$ cat src/rtl/col_merge.sv
// Column merge: per-column FIFOs feeding one round-robin arbitrated stream.
// Full FIFOs drop incoming beats and raise a sticky per-column overflow flag.
module col_merge #(
  parameter int COLS  = 4,
  parameter int DEPTH = 4
) (
  input  logic                       clk,
  input  logic                       rst,
  input  logic [COLS-1:0]            ival,
  input  logic [COLS-1:0][1:0]       idata,
  output logic                       mval,
  input  logic                       mrdy,
  output logic [1:0]                 mdata,
  output logic [$clog2(COLS)-1:0]    mcol,
  output logic [COLS-1:0]            ovf,
  input  logic [COLS-1:0]            ovf_clr,
  output logic [COLS-1:0]            fifo_empty
);

  localparam int CW = $clog2(COLS);
  localparam int PW = $clog2(DEPTH);
  localparam int NW = $clog2(DEPTH + 1);
  localparam logic [NW-1:0] FULL = NW'(DEPTH);

  logic [1:0]    r_mem [COLS][DEPTH];
  logic [PW-1:0] r_wp  [COLS];
  logic [PW-1:0] r_rp  [COLS];
  logic [NW-1:0] r_cnt [COLS];
  logic [COLS-1:0] r_ovf;
  logic [COLS-1:0] r_empty;

  logic          r_mval;
  logic [1:0]    r_mdata;
  logic [CW-1:0] r_mcol;
  logic [CW-1:0] r_last;

  logic [COLS-1:0] w_ne;
  logic [COLS-1:0] w_pop;
  logic [COLS-1:0] w_push;
  logic [COLS-1:0] w_drop;
  logic [NW-1:0]   w_cnt_nxt [COLS];
  logic            w_load_ok;
  logic            w_gnt_v;
  logic [CW-1:0]   w_gnt;
  logic [1:0]      w_head;

  assign w_load_ok = !r_mval || mrdy;

  always_comb begin
    for (int c = 0; c < COLS; c++) begin
      w_ne[c] = (r_cnt[c] != '0);
    end
  end

  // Scan last+1, last+2, ... so the previous winner has lowest priority
  always_comb begin
    w_gnt_v = 1'b0;
    w_gnt   = r_last;
    for (int i = 1; i <= COLS; i++) begin
      if (!w_gnt_v && w_ne[(int'(r_last) + i) % COLS]) begin
        w_gnt_v = 1'b1;
        w_gnt   = CW'((int'(r_last) + i) % COLS);
      end
    end
  end

  assign w_head = r_mem[w_gnt][r_rp[w_gnt]];

  always_comb begin
    for (int c = 0; c < COLS; c++) begin
      w_pop[c]  = w_load_ok && w_gnt_v && (w_gnt == CW'(c));
      w_drop[c] = ival[c] && (r_cnt[c] == FULL) && !w_pop[c];
      w_push[c] = ival[c] && !w_drop[c];
      w_cnt_nxt[c] = r_cnt[c];
      if (w_push[c] && !w_pop[c]) begin
        w_cnt_nxt[c] = r_cnt[c] + 1'b1;
      end else if (w_pop[c] && !w_push[c]) begin
        w_cnt_nxt[c] = r_cnt[c] - 1'b1;
      end
    end
  end

  always_ff @(posedge clk) begin
    if (rst) begin
      for (int c = 0; c < COLS; c++) begin
        r_wp[c]  <= '0;
        r_rp[c]  <= '0;
        r_cnt[c] <= '0;
      end
      r_ovf   <= '0;
      r_empty <= '1;
    end else begin
      for (int c = 0; c < COLS; c++) begin
        if (w_push[c]) begin
          r_mem[c][r_wp[c]] <= idata[c];
          r_wp[c] <= r_wp[c] + 1'b1;
        end
        if (w_pop[c]) begin
          r_rp[c] <= r_rp[c] + 1'b1;
        end
        r_cnt[c]   <= w_cnt_nxt[c];
        r_empty[c] <= (w_cnt_nxt[c] == '0);
        // A drop in the same cycle as a clear keeps the flag set
        if (w_drop[c]) begin
          r_ovf[c] <= 1'b1;
        end else if (ovf_clr[c]) begin
          r_ovf[c] <= 1'b0;
        end
      end
    end
  end

  always_ff @(posedge clk) begin
    if (rst) begin
      r_mval  <= 1'b0;
      r_mdata <= '0;
      r_mcol  <= '0;
      r_last  <= CW'(COLS - 1);
    end else if (w_load_ok) begin
      if (w_gnt_v) begin
        r_mval  <= 1'b1;
        r_mdata <= w_head;
        r_mcol  <= w_gnt;
        r_last  <= w_gnt;
      end else begin
        r_mval  <= 1'b0;
      end
    end
  end

  assign mval       = r_mval;
  assign mdata      = r_mdata;
  assign mcol       = r_mcol;
  assign ovf        = r_ovf;
  assign fifo_empty = r_empty;

endmodule

$ cat config.mk
export PLATFORM = sky130hd
export DESIGN_NAME = col_merge
export DESIGN_NICKNAME = d
export VERILOG_FILES = /design/src/rtl/col_merge.sv
export SDC_FILE = /design/constraint.sdc
export NUM_CORES = 1
export LEC_CHECK = 0
export CAP_MARGIN = 25
export CORE_AREA = 8 8 110 112
export CTS_CLUSTER_DIAMETER = 40
export CTS_CLUSTER_SIZE = 28
export DETAILED_ROUTE_END_ITERATION = 12
export DIE_AREA = 0 0 118 120
export GPL_ROUTABILITY_DRIVEN = 0
export SYNTH_ARGS = -nofsm -noshare
export SYNTH_HDL_FRONTEND = slang
export SYNTH_SLANG_ARGS = --single-unit
$ cat constraint.sdc
create_clock -name clk -period 3.68 [get_ports clk]
set_clock_uncertainty 0.2 [all_clocks]
set_input_delay 0.552 -clock clk [delete_from_list [all_inputs] [get_ports clk]]
set_output_delay 0.552 -clock clk [all_outputs]
set_load 0.01 [all_outputs]
-- Word-level counts from Yosys, hierarchy flattened
Memories as Yosys holds them, arrays and structs flattened.
Index checks and enable logic that the tools add are counted.
Widths: inputs -> output; s select.
- add/subtract/negate cells: 20
- order comparisons: 13
- equal/unequal tests: 7
- muxes and demuxes: 91
- bitwise gates (word level): 21
- reductions and logical operators: 67
- operator list (cell ; count):
    $mux 1 ; 48
    $mux 2 ; 18
    $mux 3 ; 12
    $logic_and 1x1->1 ; 32
    $mux 8 ; 4
    $add 2x1->2 const B ; 10
    $demux 2 s2 ; 4
    $logic_not 1->1 ; 16
    $lt 3x4->1 const B ; 4
    $ge 3x3->1 const B ; 5
    $not 2->3 ; 5
    $add 3x1->3 const B ; 4
    $eq 3x3->1 const B ; 4
    $logic_not 3->1 ; 4
    $lt 3x1->1 const B ; 4
    $or 1x1->1 ; 12
    $reduce_bool 3->1 ; 4
    $sub 3x1->3 const B ; 4
    $bmux 1 s2 ; 4
    $reduce_bool 2->1 ; 4
    $reduce_or 2->1 ; 4
    $add 2x2->2 const B ; 2
    $and 1x1->1 const A ; 4
    $bmux 2 s2 ; 1
    5 further kinds ; 6
- register bits: 15
- bits in writable memories: 60
- bits of input ports: 19
- output and inout port bits: 13
- logic and storage cells: 232
- memories: 4
- memories (memory ; words ; width ; read ports ; clocked after memory_dff ; wr ports ; line ; source):
    r_mem ; 4 ; 8 ; 1 ; 0 ; 4 ; 25 ; logic [1:0] r_mem [COLS][DEPTH];
    r_cnt ; 4 ; 3 ; 4 ; 0 ; 4 ; 28 ; logic [NW-1:0] r_cnt [COLS];
    r_rp ; 4 ; 2 ; 5 ; 0 ; 4 ; 27 ; logic [PW-1:0] r_rp [COLS];
    r_wp ; 4 ; 2 ; 4 ; 0 ; 4 ; 26 ; logic [PW-1:0] r_wp [COLS];

-- Longest topological paths before layout
Gate-level depths: netlist of run 1.
- word-level depth: 27
- gate-level depth with buffers: 11
- mapped depth without buffers: 9

-- Least setup slack after synthesis of run 1
OpenSTA, ideal clock, no wires.
- kind: flip-flop to flip-flop
- from: memory r_cnt[1][0] (netlist bit)
- to: memory r_mem[3][0] (netlist bit), enable pin
- arrival: 2160 ps
- data required time: 3182 ps
- slack: 1022 ps
- cell stages (with the launch flop): 11
- path buffers: 1
- clock period less this slack: 2658 ps
- cell sequence: dfxtp_1 inv_1 ha_1 nand4bb_1 o2bb2ai_1 a211oi_2 buf_6 nand3_4 a31o_2 nor2_1 and2_1
- RTL lines (item ; line):
    start, declared ; 28
    end, declared ; 25

==> summary.txt, run 1 <==
Layout
  • Share of layout cells above drive strength 1: 0.0829
  • Commonest non-fill, non-tap cell in the layout: edfxtp_1
  • Area Growth Syn to Fin: 16.4%
  • ANT cells: 0
  • Nets@finish: 440
  • Commonest cells after routing, fill and taps aside: edfxtp_1, mux2i_1, clkdlybuf4s50_1
  • Finished Core Util: 0.447

Synthesis
  • Warning count from the yosys run: 0
  • Syn Nets: 408
  • Seq/Total Area, Yosys: 0.492
  • Fraction of registers with async set/reset: 0
  • Synth Register Bits: between 70 and 80
  • Syn Area/Cell: 11.2 µm²
  • Cell area after synthesis: between 4000 and 5000 µm²
  • Synth area leader: edfxtp_1
  • Synth top area cells: edfxtp_1, dfxtp_1, mux2i_1, ha_1, and2_1
  • Yosys top cell area share: 0.358
  • Mapped Cells: 361
  • Primary FF master, synth: edfxtp_1
  • Post-synth EDFFs: 48
  • Synth unique cells: 58

Die
  • Core box area: 10500 µm²
  • Die Wd: ~120 µm
  • Die ar.: 14200 µm²
  • Site row count: 38
  • I/O pin total: 32
  • Initial core utilization: 0.384
  • Die Y: approximately 120 µm

Status
  • Outcome: complete, no violations

Drt
  • DRT Wirelength: 8420 µm
  • WL/cell: 15.7 µm
  • Final ANT Viol Nets: 0
  • Drt initial violations: 131
  • Via count: about 2700
  • Via/cell ratio: 5.05
  • First-pass DRT Iterations: 5
  • Detailed-route DRC error count: 0

Clocking
  • CTS Hold Bufs: 0
  • Clk_lat worst skew: 0.35 ns
  • Post-CTS Setup Bufs: 0
  • Post-cts sizing count: 0
  • Clock Tree Buf Depth: 2
  • H-tree depth: 3
  • CTS tree: yes
  • Clk root buf: clkbuf_8
  • Clock-pin slew on the worst setup and hold paths: approximately 0.080 ns
  • Clock sinks: 75
  • Num CTS Buffers: 9

Power
  • Sw frac: 0.434
  • Cell Pwr Density: 1010 nW/µm²
  • P_sw: 2.06 mW
  • Internal power: 2.68 mW
  • Seq pwr share: 0.273
  • Combinational group share of total power: 0.581
  • Leakage power: 1.83 nW
  • Worst vdd ir: 0.360 mV
  • Clock share of power: 0.145

Global route
  • Vias in the first global route: 2788
  • Global-route wire length before repair: 14000 µm
  • Initial antenna violation count: 0
  • Grt ovf: 0
  • GRT Total Usage: 0.123
  • Largest net degree at the start of global routing: 36

STA
  • Slew Viols, Final: 0
  • Unrepaired setup endpoints after global routing: false
  • Worst-Margin Slew: 0.740 ns
  • Final setup fails: 0
  • Slew headroom: 0.505
  • FMAX: 294 MHz
  • Final Cycle Share: 0.923
  • Hold Fails Final Rpt: 0
  • Setup Total Neg Slack: 0 ns
  • Crit path time final: 3.40 ns

Critical path
  • CP required: between 3 and 4 ns
  • CP max stage delay: 0.53 ns
  • Cell family with most CP delay: simple AND/OR/NAND/NOR gates
  • Most used cell, CP: nor3_1
  • CP Class: reg2reg
  • Setup slack, reg-to-reg: 0.28 ns
  • Crit-path max FO: 10
  • Crit path cell chain: inv_1 -> ha_1 -> nand4bb_1 -> nor3_1 -> nand2b_1 -> nor3_1 -> o21ai_0 -> nor2_1 -> and2_1
  • Crit end category: register
  • CP Data Arrival Time: 3.25 ns
  • Crit path buffers/inverters: 1
  • Startpoint class of the critical path: register
  • Slowest-stage cell, CP: nor3_1

Run
  • Max_cap viols: 0

Placed design
  • DP Wirelength: 6200 µm
  • IO buf count: 31

Worst hold path
  • Hold Path Class: reg2reg
[sequential cells by signal, summed over array words and instances (netlist names)]
name	flops
mdata	2
r_mem	32
mval	1
r_wp	8
fifo_empty	4
r_rp	8
r_cnt	12
mcol	2
r_last	2
ovf	4
[kinds of logic (layout without fill, tap and decap cells)]
logic type,Yosys count,in the layout,share of synthesized area
AND/OR/NAND/NOR,114,114,0.150
flip-flops,75,75,0.492
AO/OA/AOI/OAI,57,57,0.110
multiplexers,40,40,0.101
buffers and inverters,40,77,0.0444
adder cells (fa/ha/maj),28,28,0.0869
XOR/XNOR,7,7,0.0152
[Yosys cell counts, types with 2 or more instances]
| library cell | count |
|---|---|
| buf_1 | 2 |
| a41o_1 | 3 |
| dfxtp_1 | 27 |
| edfxtp_1 | 48 |
| nand4_1 | 4 |
| clkbuf_1 | 6 |
| mux2i_1 | 36 |
| nor4_1 | 3 |
| nor3_1 | 18 |
| ha_1 | 28 |
| a211o_1 | 2 |
| nand3_1 | 7 |
| o311ai_1 | 2 |
| o21ai_0 | 7 |
| and2_1 | 22 |
| nand2_1 | 20 |
| a22oi_1 | 2 |
| mux2_2 | 2 |
| inv_1 | 25 |
| a21oi_1 | 10 |
| nor2b_1 | 3 |
| a211oi_1 | 4 |
| o311ai_0 | 2 |
| o221ai_1 | 2 |
| a311oi_1 | 4 |
| xnor2_1 | 7 |
| buf_6 | 2 |
| buf_4 | 3 |
| nor2_1 | 20 |
| buf_2 | 2 |
| o21ai_1 | 2 |
| nand2b_1 | 10 |
[layer usage]
layer  global-route usage  vias up  part of all wire
met3               0.0277        7             0.029
li1                     -     1369                 -
met2                0.208       28              0.48
met1                0.151     1311              0.48
met5                    0        -                 0
met4               0.0480        0             0.012
[worst register-to-register path, stage by stage, from the launching register on]
cell       delay (ns)
dfxtp_1          0.42
inv_1            0.12
ha_1             0.31
nand4bb_1        0.17
nor3_1           0.10
nand2b_1         0.35
nor3_1           0.54
o21ai_0          0.39
nor2_1           0.31
and2_1           0.22
[power by group through the flow]
stage	clock network, mW	registers (mW)	logic (mW)
6_report	0.689	1.29	2.75
5_1_grt	0.735	1.32	3.04
3_5_place_dp	0	1.31	2.73
2_1_floorplan	0	1.28	2.20
4_1_cts	0.702	1.30	2.76
3_3_place_gp	0	1.31	2.69
[path summary, 6_finish.rpt]
kind | startpoint | endpoint | cells after the start
min | ovf[2]$_SDFFE_PP0P_ | ovf[2]$_SDFFE_PP0P_ | 2
max reg2reg | r_cnt[1][0]$_SDFF_PP0_ | r_mem[1][5]$_DFFE_PP_ | 9
max | r_cnt[1][0]$_SDFF_PP0_ | r_mem[1][5]$_DFFE_PP_ | 9
min reg2reg | ovf[2]$_SDFFE_PP0P_ | ovf[2]$_SDFFE_PP0P_ | 2
[layout make-up]
class,count,area (µm²)
fill,990,5810
sequential,75,1980
multi-input combinational,246,1880
timing repair buffer,36,348
tap,140,175
clock buffer,9,124
inverter,25,93.8
clock inverter,7,92.6
[through the flow]
stage | power, mW | area, µm² | setup WS (ns) | hold WS (ns) | instances
4_1_cts | 4.75 | 4690 | 0.271 | 0.280 | 538
2_1_floorplan | 3.48 | 4030 | 1.02 | 0.281 | 361
3_3_place_gp | 3.99 | 4480 | 0.371 | 0.256 | 522
6_report | 4.74 | 4690 | 0.283 | 0.275 | 538
5_1_grt | 5.10 | 4690 | 0.0183 | 0.295 | 538
3_5_place_dp | 4.05 | 4480 | 0.306 | 0.262 | 522
Note: power is estimated with default switching activity, not from simulation.
==> inputs of run 2 (changes only) <==
--- a/config.mk
+++ b/config.mk
@@ -5,7 +5,7 @@
 export SDC_FILE = /design/constraint.sdc
 export NUM_CORES = 1
 export LEC_CHECK = 0
-export CAP_MARGIN = 25
+export CAP_MARGIN = 20
 export CORE_AREA = 8 8 110 112
 export CTS_CLUSTER_DIAMETER = 40
 export CTS_CLUSTER_SIZE = 28
==> results of run 2 <==
Final layout, timing and power as in run 1 (identical DEF).
==> patch 1 (config.mk and constraints of run 1) <==
The parameter `DEPTH` goes from 4 to 8.
--- a/src/rtl/col_merge.sv
+++ b/src/rtl/col_merge.sv
@@ -4,3 +4,3 @@
   parameter int COLS  = 4,
-  parameter int DEPTH = 4
+  parameter int DEPTH = 8
 ) (
Check against the original RTL: same outputs for any inputs over 4 cycles, from zero or initial values and one cycle with rst high; that may be too few to reach the edited logic, so the function may still have changed.
==> patch 1 against run 1 <==
Sequential cell count rose by 44. Area after synthesis up 48%. Wire length up 42%. Count of clock-buffer cells in the layout up 9. Via count rose by 43%. Synthesized cell count increased by 38%. Total power increased by 58%. Cell area grew 49%. Worst setup slack better by 0.015 ns.
==> patch 1: results (changes against run 1) <==
Finish
  – Fillers: 830 (-16%)
  – Max FFs per register: 64 (+100%)
  – # nets final: 576 (+31%)
  – Ratio of cells with drive above 1 in the final layout: 0.127 (+0.0439)

Logic synthesis
  – Post-synthesis sequential area ratio: 0.548 (+0.0569)
  – Yosys cell types: 68 (+17%)
  – Area contributors post-synth: edfxtp_1, dfxtp_1, mux2i_1, nor2_1, ha_1
  – Synth top cells by count: edfxtp_1, nor2_1, mux2i_1
  – EDFF count, synth: 88 (+83%)
  – Syn_nets: 534 (+31%)

Route
  – Detailed Routing Iterations Pass 1: 4 (-1)
  – WL/cell: 17.3 um (+11%)
  – Mean number of vias per cell: 5.60 (+11%)
  – First DRT Iteration DRCs: 143 (+9.2%)

Worst setup path
  – Internal reg-to-reg setup slack: 0.30 ns (+0.02 ns)
  – Crit-path max FO: 6 (-4)
  – Reg2reg start: r_cnt[2][0]$_SDFF_PP0_
  – Crit path capture type: flip-flop
  – Crit path DAT: 3.39 ns (+0.14 ns)

Pwr
  – Peak supply drop: 0.682 mV (+90%)
  – Pleak: 2.68 nW (+47%)

Clock tree
  – Total CTS buffers: 17 (+8)
  – Clock Pin Slew Worst Setup and Hold Paths: 0.06 ns (-0.02 ns)
  – Worst-Skew Late Latency: 0.52 ns (+0.17 ns)

Global routing
  – GRT Total Usage: 0.175 (+0.0514)
  – Largest net degree at the start of global routing: 27 (-25%)
  – First-pass GRT wire length: 19.3 mm (+38%)

Outcome
  – Status: finished, final reports clean

Min path
  – Hold Path Sink: mcol[1]$_SDFFE_PP0P_
  – Hold Crit Start: mcol[1]$_SDFFE_PP0P_

Placed design
  – Pre-CTS WS: 0.337 ns (+0.0307 ns)
  – Placed instance count: 660 (+26%)

STA
  – Slew HR: 0.692 (+0.187)
==> patch 1: cell types whose count changed after synthesis, sizes merged, moves of 10 or more <==
cell and delta:
nor2 +41, edfxtp +40, mux2i +22, and2 -18
and3 +12, ha -10
==> patch 1: how the worst max path moves through the flow <==
| stage | start | end | slack, ns | cells after the start |
|---|---|---|---|---|
| detailed placement | r_cnt[0][0]$_SDFF_PP0_ | mdata[1]$_SDFFE_PP0P_ | 0.34 | 11 |
| finish | r_cnt[2][0]$_SDFF_PP0_ | r_mem[1][3]$_DFFE_PP_ | 0.30 | 9 |
| floorplan | r_cnt[0][0]$_SDFF_PP0_ | r_mem[2][6]$_DFFE_PP_ | 0.62 | 12 |
| global route | r_cnt[1][0]$_SDFF_PP0_ | mdata[1]$_SDFFE_PP0P_ | 0.1 | 11 |
| CTS | r_cnt[1][0]$_SDFF_PP0_ | mdata[1]$_SDFFE_PP0P_ | 0.33 | 11 |
| global placement | r_cnt[1][0]$_SDFF_PP0_ | mdata[0]$_SDFFE_PP0P_ | 0.44 | 11 |
==> patch 1: layer usage <==
| layer | routed length, um | vias to the layer above | global-route usage |
|---|---|---|---|
| li1 | - | 1934 | - |
| met1 | 5240 | 1851 | 0.201 |
| met2 | 6110 | 73 | 0.306 |
| met3 | 468 | 18 | 0.0521 |
| met4 | 168 | 0 | 0.0568 |
| met5 | 0 | - | 0 |
==> patch 1: final cells by class <==
class                           count  area share
Inverter                           17     0.00911
Sequential cell                   119       0.466
Timing Repair Buffer               40      0.0539
Clock buffer                       18      0.0596
Tap cell                          140      0.0250
Multi-Input combinational cell    344       0.358
Clock inverter                     14      0.0287
==> patch 1: through the flow <==
stage | area, um2 | hold slack (ns)
after floorplan | 5950 | 0.281
after global placement | 6390 | 0.261
after detailed placement | 6390 | 0.253
after CTS | 7010 | 0.268
after global routing | 7010 | 0.320
final | 7010 | 0.263
==> patch 1: logic make-up after synthesis <==
kind of cell | after synthesis | synth area share
adders and majority gates | 18 | 0.0379
xor gates and xnor gates | 16 | 0.0236
AOI/OAI and AO/OA | 59 | 0.0776
and+or+nand+nor | 182 | 0.162
muxes | 69 | 0.121
DFF | 119 | 0.548
buffers and inverters | 34 | 0.0301
==> patch 1: worst max-delay path, cell delays in order, from the launching register on <==
cell	delay, ns
dfxtp_1	0.35
inv_1	0.17
ha_1	0.19
or3b_4	0.41
o22ai_1	0.31
mux2i_4	0.18
a211oi_2	0.37
o21ai_1	0.21
or3_1	0.47
nor2_1	0.23
==> patch 1: report_power, final <==
part / total (mW) / switching [mW] / internal, mW
clock: 1.70 / 0.596 / 1.10
sequential: 1.95 / 0.217 / 1.73
combinational: 3.84 / 2.10 / 1.74
total: 7.49 / 2.91 / 4.58
==> patch 2 (config.mk and constraints of run 1) <==
Made on the original files. Register the output `ovf` once more, with the module's reset; this adds one clock of latency there. The other outputs are not delayed to match.
--- a/src/rtl/col_merge.sv
+++ b/src/rtl/col_merge.sv
@@ -133,3 +133,9 @@
   assign mcol       = r_mcol;
-  assign ovf        = r_ovf;
+  always_ff @(posedge clk) begin
+    if (rst) begin
+      ovf <= '0;
+    end else begin
+      ovf <= r_ovf;
+    end
+  end
   assign fifo_empty = r_empty;
Formal check against the unedited RTL: same outputs for any inputs over 4 cycles, from zero or initial values and one cycle with rst high; that may be too few to reach the edited logic, so the function may still have changed.
==> patch 2 against run 1 <==
Cell area increased by 2.9%. Global-route usage decreased by 0.14 points. Non-clock buffer count increased by 3. Wire length decreased by 0.34%. Maximum frequency increased by 3.3%. Worst setup slack improved by 0.11 ns. Highest routed layer unchanged. Critical path depth unchanged. Combinational power decreased by 5%. Count of clock-buffer cells in the layout increased by 1. Total power decreased by 3.0%. Area after synthesis increased by 3.2%. Largest power group unchanged. Sequential cell count increased by 4.
==> patch 2: results (changes against run 1) <==
Outcome
  – Status: finished, final reports clean

Placed design
  – Detailed placer's ending HPWL: 6.27 mm (+1.2%)
  – PortBufs: 31 (unchanged)

Worst setup path
  – Slowest stage delay, CP: 0.49 ns (-0.04 ns)
  – Crit path launch type: flip-flop
  – Crit path DAT: 3.14 ns (-0.11 ns)
  – Reg2reg start: r_cnt[3][0]$_SDFF_PP0_
  – Crit-path max FO: 10 (unchanged)

Pwr
  – Peak supply drop: 0.556 mV (+55%)
  – Pleak: 1.89 nW (+3.5%)
  – Int Power: 2.63 mW (-1.8%)

Finish
  – Ant. Diodes: 0 (unchanged)
  – Fillers: 982 (-0.81%)
  – Ratio of cells with drive above 1 in the final layout: 0.0876 (+0.00468)
  – # nets final: 453 (+3.0%)
  – Max FFs per register: 32 (unchanged)

Clock tree
  – Resize count post-CTS: 0 (unchanged)
  – H-Tree Level Count: 3 (unchanged)
  – Clock Pin Slew Worst Setup and Hold Paths: 0.08 ns (about the same)
  – Total CTS buffers: 9 (unchanged)
  – Clock Tree Root: clkbuf_8
  – Post-CTS setup buffers: 0 (unchanged)
  – Hold_buf cts: 0 (unchanged)

Global routing
  – Vias in the first global route: 2,868 (+2.9%)
  – Initial antenna violation count: 0 (unchanged)
  – Largest net degree at the start of global routing: 33 (-8.3%)
  – First-pass GRT wire length: 13.8 mm (-0.99%)
  – GRT Total Usage: 0.122 (-0.00145)

Logic synthesis
  – Post-synthesis async set-or-reset flop share: 0 (unchanged)
  – Synth top cells by count: edfxtp_1, mux2i_1, dfxtp_1
  – Post-synthesis sequential area ratio: 0.496 (+0.00417)
  – Area contributors post-synth: edfxtp_1, dfxtp_1, mux2i_1, ha_1, and2_1
  – EDFF count, synth: 48 (unchanged)
  – Syn_nets: 417 (+2.2%)
  – Yosys cell types: 53 (-8.6%)

Min path
  – Hold Crit Start: r_ovf[0]$_SDFFE_PP0P_

Route
  – Wirelength, routed: 8.39 mm (-0.34%)
  – First DRT Iteration DRCs: 129 (-1.5%)
  – Mean number of vias per cell: 5.05 (+0.16%)
  – Detailed Routing Iterations Pass 1: 4 (-1)

STA
  – Worst-margin pin slew: 0.557 ns (-0.183 ns)
==> patch 2: cell types whose count changed after synthesis, sizes merged, moves of 2 or more <==
cell | before | now
dfxtp | 27 | 31
nor2 | 20 | 16
nor2b | 3 | 7
o311ai | 4 | 0
o31a | 1 | 5
a211oi | 5 | 8
and2 | 22 | 25
nand2b | 11 | 8
a22oi | 2 | 0
a31o | 2 | 0
buf | 9 | 7
or3 | 1 | 3
==> patch 2: per-stage QoR <==
stage                     std cells  setup WS, ns  instance area [um2]  power [mW]  hold WS, ns
after global placement          535         0.534                 4630        3.91        0.247
after global routing            551        0.0227                 4830        4.94        0.284
after CTS                       551         0.373                 4830        4.64        0.265
final                           551         0.391                 4830        4.59        0.267
after floorplan                 370         0.841                 4160        3.36        0.239
after detailed placement        535         0.414                 4630        3.97        0.249
==> patch 2: power groups by stage <==
stage	Sequential (mW)	Combinational [mW]	Clock, mW
2_1_floorplan	1.33	2.04	0
3_3_place_gp	1.34	2.57	0
3_5_place_dp	1.35	2.62	0
4_1_cts	1.33	2.64	0.671
5_1_grt	1.36	2.88	0.702
6_report	1.33	2.62	0.643
==> patch 2: final timing paths <==
| path | endpoint | slack [ns] | cells past startpoint |
|---|---|---|---|
| worst max-delay path | r_mem[2][7]$_DFFE_PP_ | 0.39 | 9 |
| worst min-delay path | ovf[0]$_SDFF_PP0_ | 0.27 | 1 |
| worst max register to register | r_mem[2][7]$_DFFE_PP_ | 0.39 | 9 |
| worst min register to register | ovf[0]$_SDFF_PP0_ | 0.27 | 1 |
==> patch 2: cell type report <==
type	instances	area share
clock buffers	10	0.0264
well taps	140	0.0363
flip-flops and latches	79	0.427
clock inverters	6	0.0145
repair buffers	39	0.0767
inverters	25	0.0194
multi-input cells	252	0.400
==> patch 2: cell families (layout without fill, tap and decap cells) <==
| group | Yosys count | in the layout | synth area share |
|---|---|---|---|
| AOI/OAI and AO/OA | 57 | 57 | 0.109 |
| xor gates and xnor gates | 8 | 8 | 0.0168 |
| adders and majority gates | 28 | 28 | 0.0842 |
| buffers and inverters | 39 | 80 | 0.0397 |
| DFF | 79 | 79 | 0.496 |
| muxes | 39 | 39 | 0.0945 |
| and+or+nand+nor | 120 | 120 | 0.160 |
==> patch 2: per-layer routing <==
metal	track usage	wire, um	vias up
met3	0.0282	276	7
li1	-	-	1420
met5	0	0	-
met4	0.0472	65	0
met1	0.148	4070	1310
met2	0.205	3980	48
